===== src/rtl/serial_operand_streamer.sv =====
// serial_operand_streamer: streams two parallel WIDTH-bit operands LSB-first,
// one bit pair per clock, into a bit-serial adder, then reassembles the
// returned serial sum bits into a (WIDTH+1)-bit result with a done pulse.
//
// Ports:
//   clk        rising-edge clock
//   reset      asynchronous active-high reset
//   start      request, accepted when idle or in the done cycle
//   a_in/b_in  parallel operands, latched on acceptance
//   ser_a/b    serial operand bits, LSB first (bit WIDTH is a zero pad)
//   ser_valid  serial bits valid this cycle
//   ser_first  marks bit 0 so the adder clears its carry
//   sum_bit    serial sum bit returned by the adder
//   busy       transfer in progress
//   result     reassembled {carry, sum}
//   done       one-cycle pulse, result valid
module serial_operand_streamer #(
  parameter int unsigned WIDTH     = 4,
  parameter int unsigned ADDER_LAT = 1
) (
  input  logic             clk,
  input  logic             reset,
  input  logic             start,
  input  logic [WIDTH-1:0] a_in,
  input  logic [WIDTH-1:0] b_in,
  output logic             ser_a,
  output logic             ser_b,
  output logic             ser_valid,
  output logic             ser_first,
  input  logic             sum_bit,
  output logic             busy,
  output logic [WIDTH:0]   result,
  output logic             done
);

  localparam int unsigned CW = $clog2(WIDTH + 1);

  typedef enum logic [1:0] {
    IDLE  = 2'd0,
    SHIFT = 2'd1,
    DRAIN = 2'd2,
    DONE  = 2'd3
  } state_e;

  state_e           state_q;
  logic [WIDTH-1:0] sh_a_q;
  logic [WIDTH-1:0] sh_b_q;
  logic [CW-1:0]    cnt_q;
  logic             vld_dly_q;
  logic             capture_c;

  // Sum bit k is sampled ADDER_LAT edges after the edge that retires bit k.
  assign capture_c = (ADDER_LAT == 0) ? ser_valid : vld_dly_q;

  // Control FSM, serializer and result deserializer.
  always_ff @(posedge clk or posedge reset) begin
    if (reset) begin
      state_q   <= IDLE;
      sh_a_q    <= '0;
      sh_b_q    <= '0;
      cnt_q     <= '0;
      vld_dly_q <= 1'b0;
      ser_a     <= 1'b0;
      ser_b     <= 1'b0;
      ser_valid <= 1'b0;
      ser_first <= 1'b0;
      busy      <= 1'b0;
      result    <= '0;
      done      <= 1'b0;
    end else begin
      vld_dly_q <= ser_valid;
      done      <= 1'b0;

      // Sum bits arrive LSB first, so shift in from the top.
      if (capture_c) begin
        result <= {sum_bit, result[WIDTH:1]};
      end

      case (state_q)
        IDLE, DONE: begin
          if (start) begin
            // Bit 0 goes out directly; the shifters hold bits 1..WIDTH-1
            // with zeros behind them, which supplies the carry pad bit.
            state_q   <= SHIFT;
            sh_a_q    <= a_in >> 1;
            sh_b_q    <= b_in >> 1;
            cnt_q     <= '0;
            ser_a     <= a_in[0];
            ser_b     <= b_in[0];
            ser_valid <= 1'b1;
            ser_first <= 1'b1;
            busy      <= 1'b1;
            result    <= '0;
          end else begin
            state_q <= IDLE;
          end
        end

        SHIFT: begin
          ser_first <= 1'b0;
          if (cnt_q == CW'(WIDTH)) begin
            ser_a     <= 1'b0;
            ser_b     <= 1'b0;
            ser_valid <= 1'b0;
            if (ADDER_LAT == 0) begin
              state_q <= DONE;
              busy    <= 1'b0;
              done    <= 1'b1;
            end else begin
              state_q <= DRAIN;
            end
          end else begin
            ser_a  <= sh_a_q[0];
            ser_b  <= sh_b_q[0];
            sh_a_q <= sh_a_q >> 1;
            sh_b_q <= sh_b_q >> 1;
            cnt_q  <= cnt_q + CW'(1);
          end
        end

        DRAIN: begin
          state_q <= DONE;
          busy    <= 1'b0;
          done    <= 1'b1;
        end

        default: state_q <= IDLE;
      endcase
    end
  end

endmodule


===== config.mk =====
export PLATFORM = sky130hd
export DESIGN_NAME = serial_operand_streamer
export DESIGN_NICKNAME = d
export VERILOG_FILES = /design/src/rtl/serial_operand_streamer.sv
export SDC_FILE = /design/constraint.sdc
export NUM_CORES = 1
export LEC_CHECK = 0
export ABC_AREA = 1
export BUFFER_PORTS_ARGS = -buffer_cell sky130_fd_sc_hd__buf_2
export CAP_MARGIN = 30
export CORE_MARGIN = 2
export CORE_UTILIZATION = 56
export CTS_BUF_LIST = sky130_fd_sc_hd__clkbuf_16
export CTS_CLUSTER_DIAMETER = 60
export DETAILED_ROUTE_END_ITERATION = 10
export GPL_ROUTABILITY_DRIVEN = 1
export GPL_TIMING_DRIVEN = 0
export HOLD_SLACK_MARGIN = 0.05
export PLACE_DENSITY = 0.81
export RECOVER_POWER = 50
export SLEW_MARGIN = 20
export SYNTH_ARGS = -nofsm -noshare
export SYNTH_HDL_FRONTEND = slang
export SYNTH_SLANG_ARGS = --single-unit

===== constraint.sdc =====
create_clock -name clk -period 3 [get_ports clk]
set_input_delay 0.6 -clock clk [delete_from_list [all_inputs] [get_ports clk]]
set_output_delay 0.6 -clock clk [all_outputs]
set_load 0.005 [all_outputs]

# After elaboration in Yosys (flattened, before gate mapping)
# Cells that the tools add are included.
[op_classes]
add_sub_neg = 1
muxes = 27
eq_ne = 7
n_reduce_logical = 8
[op_table]
columns = ["operator", "n"]
rows = [
  ["4-bit two-way mux", 4],
  ["4-bit case mux with 2 select lines", 2],
  ["5-bit two-way mux", 3],
  ["1-bit case mux with 2 select lines", 5],
  ["1-bit two-way mux", 8],
  ["3-bit two-way mux", 2],
  ["2-bit != test (second input constant)", 3],
  ["2-bit case mux with 3 select lines", 1],
  ["3-bit case mux with 2 select lines", 1],
  ["3-bit AND reduction", 2],
  ["2-bit == test (second input constant)", 2],
  ["2-bit AND reduction", 2],
  ["2-bit nonzero test", 2],
  ["3-bit by 1-bit adder with 3-bit output (second input constant)", 1],
  ["3-bit == test (second input constant)", 1],
  ["2-bit by 1-bit == test with 1-bit output (second input constant)", 1],
  ["2-bit logical NOT", 1],
  ["2-bit two-way mux", 1],
  ["2-bit OR reduction", 1],
]
[word_totals]
out_inout_bits = 11
inputBits = 12
reg_bits = 25
elab_cells = 55

# Logic depth before layout (Yosys ltp)
[logic_depth]
word_depth = 4
mapped_depth = 9
ltp_nobuf = 8

# Worst setup path after synthesis
# OpenSTA, ideal clock, no wires.
[synth_path]
path_kind = "register to register"
startpoint = "register state_q[0]"
endpoint = "register cnt_q[0]"
arrival_ns = 1.230
path_slack_ns = 1.653
stages_incl_launch_ff = 10
cell_sequence = "dfrtp_1 inv_1 ha_1 inv_1 nand2_1 nand2_4 nand2_2 buf_6 nand2_2 o21ai_2"
[synth_via]
elab_chain_cells = 4
[synth_rtl]
columns = ["element", "line", "source"]
rows = [
  ["start, declared", "45", "state_e state_q;"],
  ["start signal, assigned", "58", "state_q <= IDLE;"],
  ["start signal, assigned", "84", "state_q <= SHIFT;"],
  ["start signal, assigned", "95", "state_q <= IDLE;"],
  ["2-bit == test or 2-bit logical NOT (tied branches)", "79", "case (state_q)"],
  ["2-bit OR reduction", "79", ""],
  ["2-bit != test (no line) or 2-bit nonzero test (tied branches)", "n/a", ""],
  ["3-bit AND reduction (no line)", "n/a", ""],
  ["end signal, assigned", "117", "cnt_q <= cnt_q + CW'(1);"],
  ["end, declared", "48", "logic [CW-1:0] cnt_q;"],
]
# Parallel ways exist; a longest one is shown, timed or not.
# A chain may end at the register's enable or synchronous reset.

# Final worst setup path
[layout_path]
startpoint = "register state_q[0]"
endpoint = "register sh_b_q[2]"
[layout_via]
elab_chain_cells = 4
[layout_rtl]
columns = ["element", "line", "source"]
rows = [
  ["2-bit == test or 2-bit logical NOT (tied branches)", "79", ""],
  ["2-bit OR reduction", "79", ""],
  ["2-bit != test (no line) or 2-bit nonzero test (tied branches)", "n/a", ""],
  ["3-bit AND reduction (no line)", "n/a", ""],
  ["end signal, assigned", "86", "sh_b_q <= b_in >> 1;"],
  ["end signal, assigned", "116", "sh_b_q <= sh_b_q >> 1;"],
  ["end, declared", "47", "logic [WIDTH-1:0] sh_b_q;"],
]
# Parallel ways exist; a longest one is shown, timed or not.

==> metrics.txt <==
Reg clk slew, reported paths=0.06 ns; routed len/inst=11.4 µm; Critical Path Source Type=flop; CTS buffer count=3; CTS tree=built; setup violation total in the final timing report=0; n_diodes=0; H-Tree Depth=1; # rows=15; Synth Area in Compound Gates=6.61%; reg-to-reg startpoint=state_q[0]; hpwl dp=1500 µm; post-synthesis simple-gate area fraction=29.0%; Mapped Area=0.00108 mm²; Area Growth Syn to Fin=20.6%; gr usage total=20.5%; Chip Width=47.9 µm; status=finished clean; Data arrival, critical path=1.72 ns; overall routed net length=2090 µm; largest net degree at the start of global routing=24; type of element capturing the critical path=flop; Final Hold Viols=0; Int Pwr=0.000878 W; sequential share of the synthesized area=53.4%; Worst-Skew Late Latency=0.26 ns; #FFs+latches synth=23; Switch Pwr=0.000593 W; crit-path max FO=10; Vias per Instance=4.98; setup TNS=0 ns; DRT Pass-1 Iters=4; number of global-route vias before repair=802; initial DRC count=12; setup slack, reg-to-reg=1.43 ns; gate count after technology mapping=131; RSZ-0062 raised after global routing=no; I/O pins=23; HP Class=input port to async pin; Setup Fix Bufs, Post-CTS=0; Finished Layout Cells=183; CORE AREA=0.00176 mm²; WP data required=3.15 ns; top cells by area, synth=dfrtp_1 53%, nand2_1 18%, ha_1 4.6%; mux cell area share after synthesis=0%; Die H=47.9 µm; Num Clock Sinks=23; reg2reg path depth=8; Root Buffer=clkbuf_16; Vias=912; global-route wire length before repair=3220 µm; full die area=0.00229 mm²; Layout Nets=175; Final Cycle Share=52.5%; commonest non-fill, non-tap cell in the layout=nand2_1; leakage=0.728 nW; Reg power frac=36.8%; synth warn=0; Crit Reg-Reg Endpoint=sh_b_q[2]; DRT antenna net count=0; Synth Net Count=147; Worst-Margin Slew=0.945 ns; Comb power frac=43.7%; routability cong.=0.761; P per Cell Area=1130 mW/mm²; Max Root-Sink Buffers=2; Slew Viols, Final=0; top cell type's share of synthesized area=53.4%; hold_buf cts=0; kind of critical path=flop to flop; Yosys top cell by area=dfrtp_1; Inst Count DP=178; fill count=153; DRC=0; Post-Syn Area per Cell=8.23 µm²; Rel. slew slack=37.0%; XOR/XNOR Fraction of Synth Area=0%; VDD IR-drop max=0.676 mV; remaining global-route overflow=0; f_max=0.635 GHz; power share of the clock group=19.5%; Clock Skew=0.00333 ns; Tmin final=1.57 ns; Post-Synth Adder-Cell Area=4.64%; main combinational cell family by area after synthesis=simple AND/OR/NAND/NOR gates; Sw Ratio=40.3%; initial antenna violation count=0; IO Port Bufs=22; commonest non-fill, non-tap cells in the layout=53 x nand2_1, 23 x buf_2, 23 x dfrtp_1; Starting Density=61.1%; Max-Cap Viols=0; share of cells above drive strength 1=21.5%; CTS resizes=0; Netlist cell types=13
logic make-up (layout without fill, tap and decap cells):
group                      Yosys count  in the layout
buffers and inverters               16             43
AOI/OAI and AO/OA                   12             12
and+or+nand+nor                     76             76
adders and majority gates            4              4
DFF                                 23             23
flip-flops by register name, summed over array words and instances (netlist names), 2 cells and up:
name,count
result,5
cnt_q,3
sh_a_q,3
sh_b_q,3
state_q,2
worst max-delay path by stage:
stage | from | slack [ns] | end | cells after the start
finish | state_q[0] | 1.43 | sh_b_q[2] | 8
global route | state_q[0] | 1.33 | sh_a_q[2] | 8
CTS | state_q[0] | 1.50 | sh_a_q[2] | 9
detailed placement | state_q[0] | 1.52 | sh_a_q[2] | 9
global placement | state_q[0] | 1.56 | sh_a_q[2] | 9
floorplan | state_q[0] | 1.65 | cnt_q[0] | 9
layout make-up:
class | count | area [µm²] | share of cell area, %
multi-input combinational | 92 | 432 | 33.2
buffer | 2 | 16.3 | 1.25
tap | 25 | 31.3 | 2.40
inverter | 14 | 52.6 | 4.04
clock inverter | 1 | 5.00 | 0.385
sequential | 23 | 576 | 44.2
timing repair buffer | 23 | 114 | 8.75
clock buffer | 3 | 75.1 | 5.77
synth_stat cells:
| master | number |
|---|---|
| nand2_1 | 52 |
| dfrtp_1 | 23 |
| inv_1 | 13 |
| nand3_1 | 10 |
| nor2_1 | 10 |
| o21ai_0 | 9 |
| ha_1 | 4 |
| nand2_2 | 3 |
| o21ai_2 | 3 |
| buf_2 | 1 |
| buf_6 | 1 |
| clkinv_1 | 1 |
| nand2_4 | 1 |
metal layers:
metal,GRT usage (%),share of wire [%],vias up
li1,-,-,459
met1,26.0,45,427
met2,34.9,49,21
met3,3.40,4.4,5
met4,8.11,1.5,0
met5,0,0,-
power groups by stage:
stage / Sequential (W) / Clock (W) / Combinational (W)
4_1_cts: 0.000542 / 0.000290 / 0.000654
3_5_place_dp: 0.000545 / 0 / 0.000642
3_3_place_gp: 0.000540 / 0 / 0.000613
6_report: 0.000541 / 0.000287 / 0.000643
5_1_grt: 0.000559 / 0.000302 / 0.000740
2_1_floorplan: 0.000541 / 0 / 0.000452
stage by stage:
stage | hold slack (ns) | worst slack, ns | utilization, % | power, W | cell area, µm²
global placement | 0.395 | 1.56 | 69.1 | 0.00115 | 1220
CTS | 0.420 | 1.50 | 73.7 | 0.00149 | 1300
finish | 0.239 | 1.43 | 73.8 | 0.00147 | 1300
detailed placement | 0.398 | 1.52 | 69.1 | 0.00119 | 1220
global route | 0.263 | 1.33 | 73.8 | 0.00160 | 1300
floorplan | 0.396 | 1.65 | - | 0.000993 | 1080
critical path, cell delays in order, from the launching register on:
cell and delay [ns]:
dfrtp_1 0.34, inv_1 0.06, ha_1 0.31, nand2_1 0.20, nand2_4 0.19, nand2_2 0.09, buf_6 0.16, nand2_1 0.06
nand2_1 0.05
No activity file was read; power rests on OpenSTA's default activity.
